**config.mk**
```make
export PLATFORM = sky130hd
export DESIGN_NAME = pipe_inv_delay
export DESIGN_NICKNAME = d
export VERILOG_FILES = /design/src/rtl/pipe_inv_delay.sv
export SDC_FILE = /design/constraint.sdc
export NUM_CORES = 1
export LEC_CHECK = 0
export ABC_AREA = 1
export CAP_MARGIN = 0
export CORE_AREA = 4 4 41 43
export DETAILED_ROUTE_END_ITERATION = 7
export DIE_AREA = 0 0 45 47
export PLACE_DENSITY_LB_ADDON = 0.2
export SETUP_SLACK_MARGIN = 0.15
export SYNTH_ARGS = -nofsm -noshare
export SYNTH_HDL_FRONTEND = slang
export SYNTH_SLANG_ARGS = --single-unit
```
**constraint.sdc**
```tcl
create_clock -name clk -period 1 [get_ports clk]
set_input_delay 0.15 -clock clk [delete_from_list [all_inputs] [get_ports clk]]
set_output_delay 0.15 -clock clk [all_outputs]
set_load 0.05 [all_outputs]
```
**src/rtl/pipe_inv_delay.sv**
```systemverilog
// Multi-channel clocked inverter/buffer delay line with a run-time selectable tap (1..MAX_DELAY).
// A change of effective delay flushes all in-flight words so no word is ever emitted at the wrong latency.
module pipe_inv_delay #(
  parameter int WIDTH     = 1,
  parameter int MAX_DELAY = 2,
  parameter int DLY_W     = 2
) (
  input  logic             clk,
  input  logic             rst,
  input  logic             ce,
  input  logic             in_valid,
  input  logic [WIDTH-1:0] din,
  input  logic [WIDTH-1:0] inv_mask,
  input  logic [DLY_W-1:0] dly,
  output logic             out_valid,
  output logic [WIDTH-1:0] dout,
  output logic             dly_err
);

  localparam logic [DLY_W-1:0] MAX_D = DLY_W'(MAX_DELAY);

  // Clamp the requested delay into the legal 1..MAX_DELAY range.
  function automatic logic [DLY_W-1:0] eff_dly(input logic [DLY_W-1:0] req);
    if (req == '0)
      return DLY_W'(1);
    else if (req > MAX_D)
      return MAX_D;
    else
      return req;
  endfunction

  function automatic logic dly_bad(input logic [DLY_W-1:0] req);
    return (req == '0) || (req > MAX_D);
  endfunction

  logic [DLY_W-1:0]     dly_q;
  logic [DLY_W-1:0]     eff;
  logic                 flush;
  logic [MAX_DELAY-1:0] stg_v;
  logic [WIDTH-1:0]     stg_d [MAX_DELAY];
  logic [WIDTH-1:0]     tap_d;
  logic                 tap_v;

  assign eff   = eff_dly(dly);
  assign flush = (eff != dly_q);

  // Control: tap select, error flag and per-stage valid bits
  always_ff @(posedge clk or posedge rst) begin
    if (rst) begin
      dly_q   <= MAX_D;
      dly_err <= 1'b0;
      stg_v   <= '0;
    end else begin
      dly_q   <= eff;
      dly_err <= dly_bad(dly);
      if (flush) begin
        stg_v <= '0;
      end else if (ce) begin
        for (int k = MAX_DELAY - 1; k > 0; k--)
          stg_v[k] <= stg_v[k-1];
        stg_v[0] <= in_valid;
      end
    end
  end

  // Data: inversion applied on entry, then a plain shift; contents are ignored while invalid
  always_ff @(posedge clk or posedge rst) begin
    if (rst) begin
      for (int k = 0; k < MAX_DELAY; k++)
        stg_d[k] <= '0;
    end else if (ce && !flush) begin
      for (int k = MAX_DELAY - 1; k > 0; k--)
        stg_d[k] <= stg_d[k-1];
      stg_d[0] <= din ^ inv_mask;
    end
  end

  // Output tap: stage number dly_q lives at array index dly_q-1
  always_comb begin
    tap_v = 1'b0;
    tap_d = '0;
    for (int k = 0; k < MAX_DELAY; k++) begin
      if (dly_q == DLY_W'(k + 1)) begin
        tap_v = stg_v[k];
        tap_d = stg_d[k];
      end
    end
    out_valid = tap_v;
    dout      = tap_v ? tap_d : '0;
  end

endmodule

```
==> Word-level counts from Yosys, hierarchy flattened <==
Index checks and enable logic that the tools add are counted.
{ "totals": {"rom_bits": 0, "ram_bits": 0, "word_cells": 24, "latch_bits": 0, "mem_count": 0, "register_bits": 7} }
{ "classes": {"addsub": 0, "eq_ne": 3, "shifts": 0, "div_mod_pow": 0, "n_mul": 0, "n_reduce_logical": 5, "magnitude_cmp": 1, "n_bitwise": 1, "muxes": 9} }
{ "ops": {"columns": ["cell", "count"], "rows": [
  ["$mux W2", 4],
  ["$mux W1", 5],
  ["$eq A2 B1 Y1 const B", 1],
  ["$eq A2 B2 Y1 const B", 1],
  ["$gt A2 B2 Y1 const B", 1],
  ["$logic_not A2 Y1", 1],
  ["$ne A2 B2 Y1", 1],
  ["$reduce_bool A2 Y1", 1],
  ["$logic_and A1 B1 Y1", 1],
  ["$logic_not A1 Y1", 1],
  ["$logic_or A1 B1 Y1", 1],
  ["$xor A1 B1 Y1", 1]
]} }

==> Logic depth before layout (Yosys ltp) <==
{ "depth": {"depth_word": 6, "depth_mapped": 6, "depth_no_buf": 6} }

==> Worst setup path before layout <==
OpenSTA, ideal clock, no wires.
{ "synth_path": {"path_kind": "register -> output", "startpoint": "register dly_q[1]", "endpoint": "output dout", "t_arrival_ns": 1.398, "n_path_buf": 0, "slack_ns": -0.548, "stages_incl_launch_ff": 5, "path_cell_list": "dfstp_2 -> nand3_1 -> nand2_1 -> nand2_1 -> inv_1"} }
{ "synth_between": {"elab_chain_cells": 4} }
{ "synth_rtl": {"columns": ["element", "line", "rtl"], "rows": [
  ["from (decl)", "36", "logic [DLY_W-1:0] dly_q;"],
  ["from (signal assigned)", "50", "dly_q <= MAX_D;"],
  ["from (signal assigned)", "54", "dly_q <= eff;"],
  ["$eq A2 B1 Y1", "83", "if (dly_q == DLY_W'(k + 1)) begin"],
  ["$mux W1", "83", null],
  ["$mux W1 (*)", "83", null],
  ["named net out_valid", "15", "output logic out_valid,"],
  ["$mux W1 (*)", "89", "dout = tap_v ? tap_d : '0;"],
  ["to (decl)", "16", "output logic [WIDTH-1:0] dout,"]
]} }
Mark *: on every way through the listed nets, which the timed path passes. The rest lies on a longest branch.

==> Worst setup path in the final report <==
{ "layout_path": {"startpoint": "register dly_q[1]", "endpoint": "output dout"} }
{ "layout_between": {"elab_chain_cells": 4} }
{ "layout_rtl": {"columns": ["element", "line"], "rows": [
  ["$eq A2 B1 Y1", "83"],
  ["$mux W1 (2 in a row)", "83"],
  ["$mux W1 (*)", "89"]
]} }
Every way passes the cells marked *; elsewhere a longest branch is shown, timed or not.

==> results.yml <==
worst_hold_path:
  hold_path_class: "in2async"
power_and_ir_drop:
  peakVddDrop_mv: 0.6403
  pwr_density_cell_mw_per_mm2: 1189
  total_power_mw: 0.8182
  p_leak_nw: 0.3527
final_layout:
  multi_input_area_um2: 230.2
  ff_latch_area_um2: 176.4
  n_fill_cell: 129
  fin_area_um2: 688.2
  post-route-util_pct: 52.88
  final_nets: 78
  areaGrowthSynthToFinish_pct: 85.19
  drive_gt1_share_pct: 56.72
  diodes: 0
drt:
  num_vias: 359
  drt_wl_total_um: 766
  met2_length_um: 368
  drtAntennaViolNets: 0
  dr_wl_met3_um: 58
  via_per_inst: 4.378
  drc: 0
  met1_length_um: 323
  first_iter_violations: 2
  detail_route.wl_per_cell_um: 9.341
  routed.top_layer: "met4"
  drt_first_pass_iters: 2
placed_design:
  placed_cell_area_um2: 611.8
  globalplace.congestion: 0.7113
  placement.io_buffers: 10
  hpwl_um: 578.5
outcome:
  violations: "negative setup slack"
  status: "finished, violations left"
sta:
  finClkSkew_ns: 0.003002
  holdWs_ns: 0.1283
  period_needed_ns: 1.442
  fin_crit_sh_pct: 144.2
  max_freq_mhz: 693.4
  setup_viol: 6
  tightestPinTransition_ns: 0.3607
  rsz0062_at_grt: "yes"
  drv_slew: 0
  hold_viol: 0
  slew_headroom_pct: 75.88
  layout_setup_ws_ns: -0.4423
clocking:
  cts_htree_levels: 1
  path_clk_slew_ns: 0.05
  postCtsHoldBufs: 0
  clk_latency_ns: 0.25
  cts_tree: "built"
  clock_sinks: 7
  numCtsBuffers: 3
  cts.path.max_buffers: 2
  clockRootBuffer: "clkbuf_4"
global_routing:
  grt_max_degree: 8
  grt-ovfl-total: 0
  grt_pass1_wl_um: 1386
  grt_pass1_vias: 352
  track_usage_pct: 10.04
  antenna_found_initial: 0
logic_synthesis:
  syn_avg_cell_area_um2: 8.642
  synth_seq_cells: 7
  synth_commonest_cells: "10 x nand3_1, 9 x nand2_1, 6 x dfrtp_1, 6 x inv_1"
  synth_area_leaders: "dfrtp_1 40%, nand3_1 13%, nand2_1 9.1%, dfstp_2 7.1%, ha_1 6.7%"
  yosysSeqAreaShare_pct: 47.47
  synth_cell_types: 13
  yosysMostFrequentCell: "nand3_1"
  yosysTopAreaCell: "dfrtp_1"
  synth_async_sr_flop_share_pct: 100.0
  syn_inst: 43
  mappedNetlistArea_um2: 371.6
  yosys_warnings: 0
  synth_top_area_share_pct: 40.40
  synth.net_count: 53
  synth-main-ff-cell: "dfrtp_1"
  synth_edf_count: 0
critical_path:
  critPathLaunch: "dly_q[1]$_DFF_PP1_"
  arrival_ns: 1.29
  critPathMaxStageDelay_ns: 0.56
  timing.critical_path.buf_inv: 3
  crit_type: "reg2out"
  path_cells: "inv_2, nand3_2, nand2_4, nand2_4, clkinvlp_4, buf_12"
  reg2reg_from: "dly_q[1]$_DFF_PP1_"
  cp_top_family: "flip-flops"
  crit_top_cell: "nand2_4"
  required_ns: 0.85
  path_max_fanout: 4
  start_kind: "flop"
  crit_path_end_kind: "output port"
  critPathSlowestCell: "dfstp_2"
run:
  drv_cap: 0
floorplanning:
  dieArea_mm2: 0.002115
  start_util_pct: 28.56
  dieHeight_um: 47
  fp.coreArea_mm2: 0.001301
  ios: 11
  num_rows: 13
  die_w_um: 45
final cells by class:
class                      instances  area share, %
multi-input combinational         28          33.45
inverter                           8          4.909
timing repair buffer              20          29.45
tap                               15          2.727
sequential                         7          25.64
clock buffer                       4          3.818
power breakdown:
part | switching [mW] | internal (mW) | total, mW | leakage, nW
logic | 0.106 | 0.111 | 0.217 | 0.251
clock network | 0.100 | 0.152 | 0.252 | 0.0150
registers | 0.0290 | 0.321 | 0.350 | 0.0872
per-layer routing:
layer / up-vias / track usage [%]
met4: 0 / 12.28
met1: 164 / 9.324
met5: - / 0
met3: 2 / 3.831
met2: 8 / 15.54
li1: 185 / -
what timing repair did:
| item | CTS | global route |
|---|---|---|
| buffers inserted | 1 | 0 |
| resized for setup | 11 | 2 |
| setup endpoints to repair | 9 | 7 |
| cloned | 0 | 0 |
| pin swaps | 3 | 1 |
worst reg2reg max path, cell delays in order (launching register included):
cell and delay, ns:
dfstp_2 0.56, inv_2 0.06, buf_4 0.12, buf_4 0.12, nand3_2 0.07, nand2_4 0.11, nand3_2 0.08, nand2_1 0.06
final timing paths:
path	to	slack [ns]	cells after the start
max	dout	-0.44	6
max in group asynchronous	dly_q[1]$_DFF_PP1_	0.60	2
max reg2reg	stg_d[0]$_DFFE_PP0P_	-0.28	7
min	dly_err$_DFF_PP0_	0.13	2
min reg2reg	stg_d[0]$_DFFE_PP0P_	0.47	2
min in group clk	dly_q[1]$_DFF_PP1_	0.27	3
kinds of logic (layout without fill, tap and decap cells):
kind of cell,count (synthesis),count (layout),share of synthesized area (%)
XOR/XNOR,1,1,2.357
adder cells (fa/ha/maj),2,2,6.733
buffers and inverters,8,32,8.081
flip-flops,7,7,47.47
AND/OR/NAND/NOR,25,25,35.35
flip-flops by register name, indices dropped and copies added (netlist names):
register and cells:
stg_d 2, dly_q 2, dly_err 1, stg_v 2
per-stage QoR:
stage / TNS, ns / setup slack, ns / instances
after floorplan: -0.2583 / -0.2583 / 43
after global placement: -1.903 / -0.2843 / 77
after detailed placement: -1.966 / -0.2967 / 77
after CTS: -1.948 / -0.4532 / 82
after global routing: -2.325 / -0.5037 / 82
final: -1.973 / -0.4423 / 82
layout by cell type (no fill, tap or decap):
master and count:
ha_1 2, clkbuf_4 3, dfstp_2 1, nand2_4 4, nand3_1 2, xor2_1 1
nand2_1 5, dfrtp_1 6, buf_12 3, nor2_1 1, inv_2 3, buf_4 10
clkbuf_1 1, clkdlybuf4s50_1 5, clkinvlp_4 1, nand3_2 10, inv_1 4, dlygate4sd2_1 2
nand2_2 2, or2_2 1
Note: power is estimated with default switching activity, not from simulation.
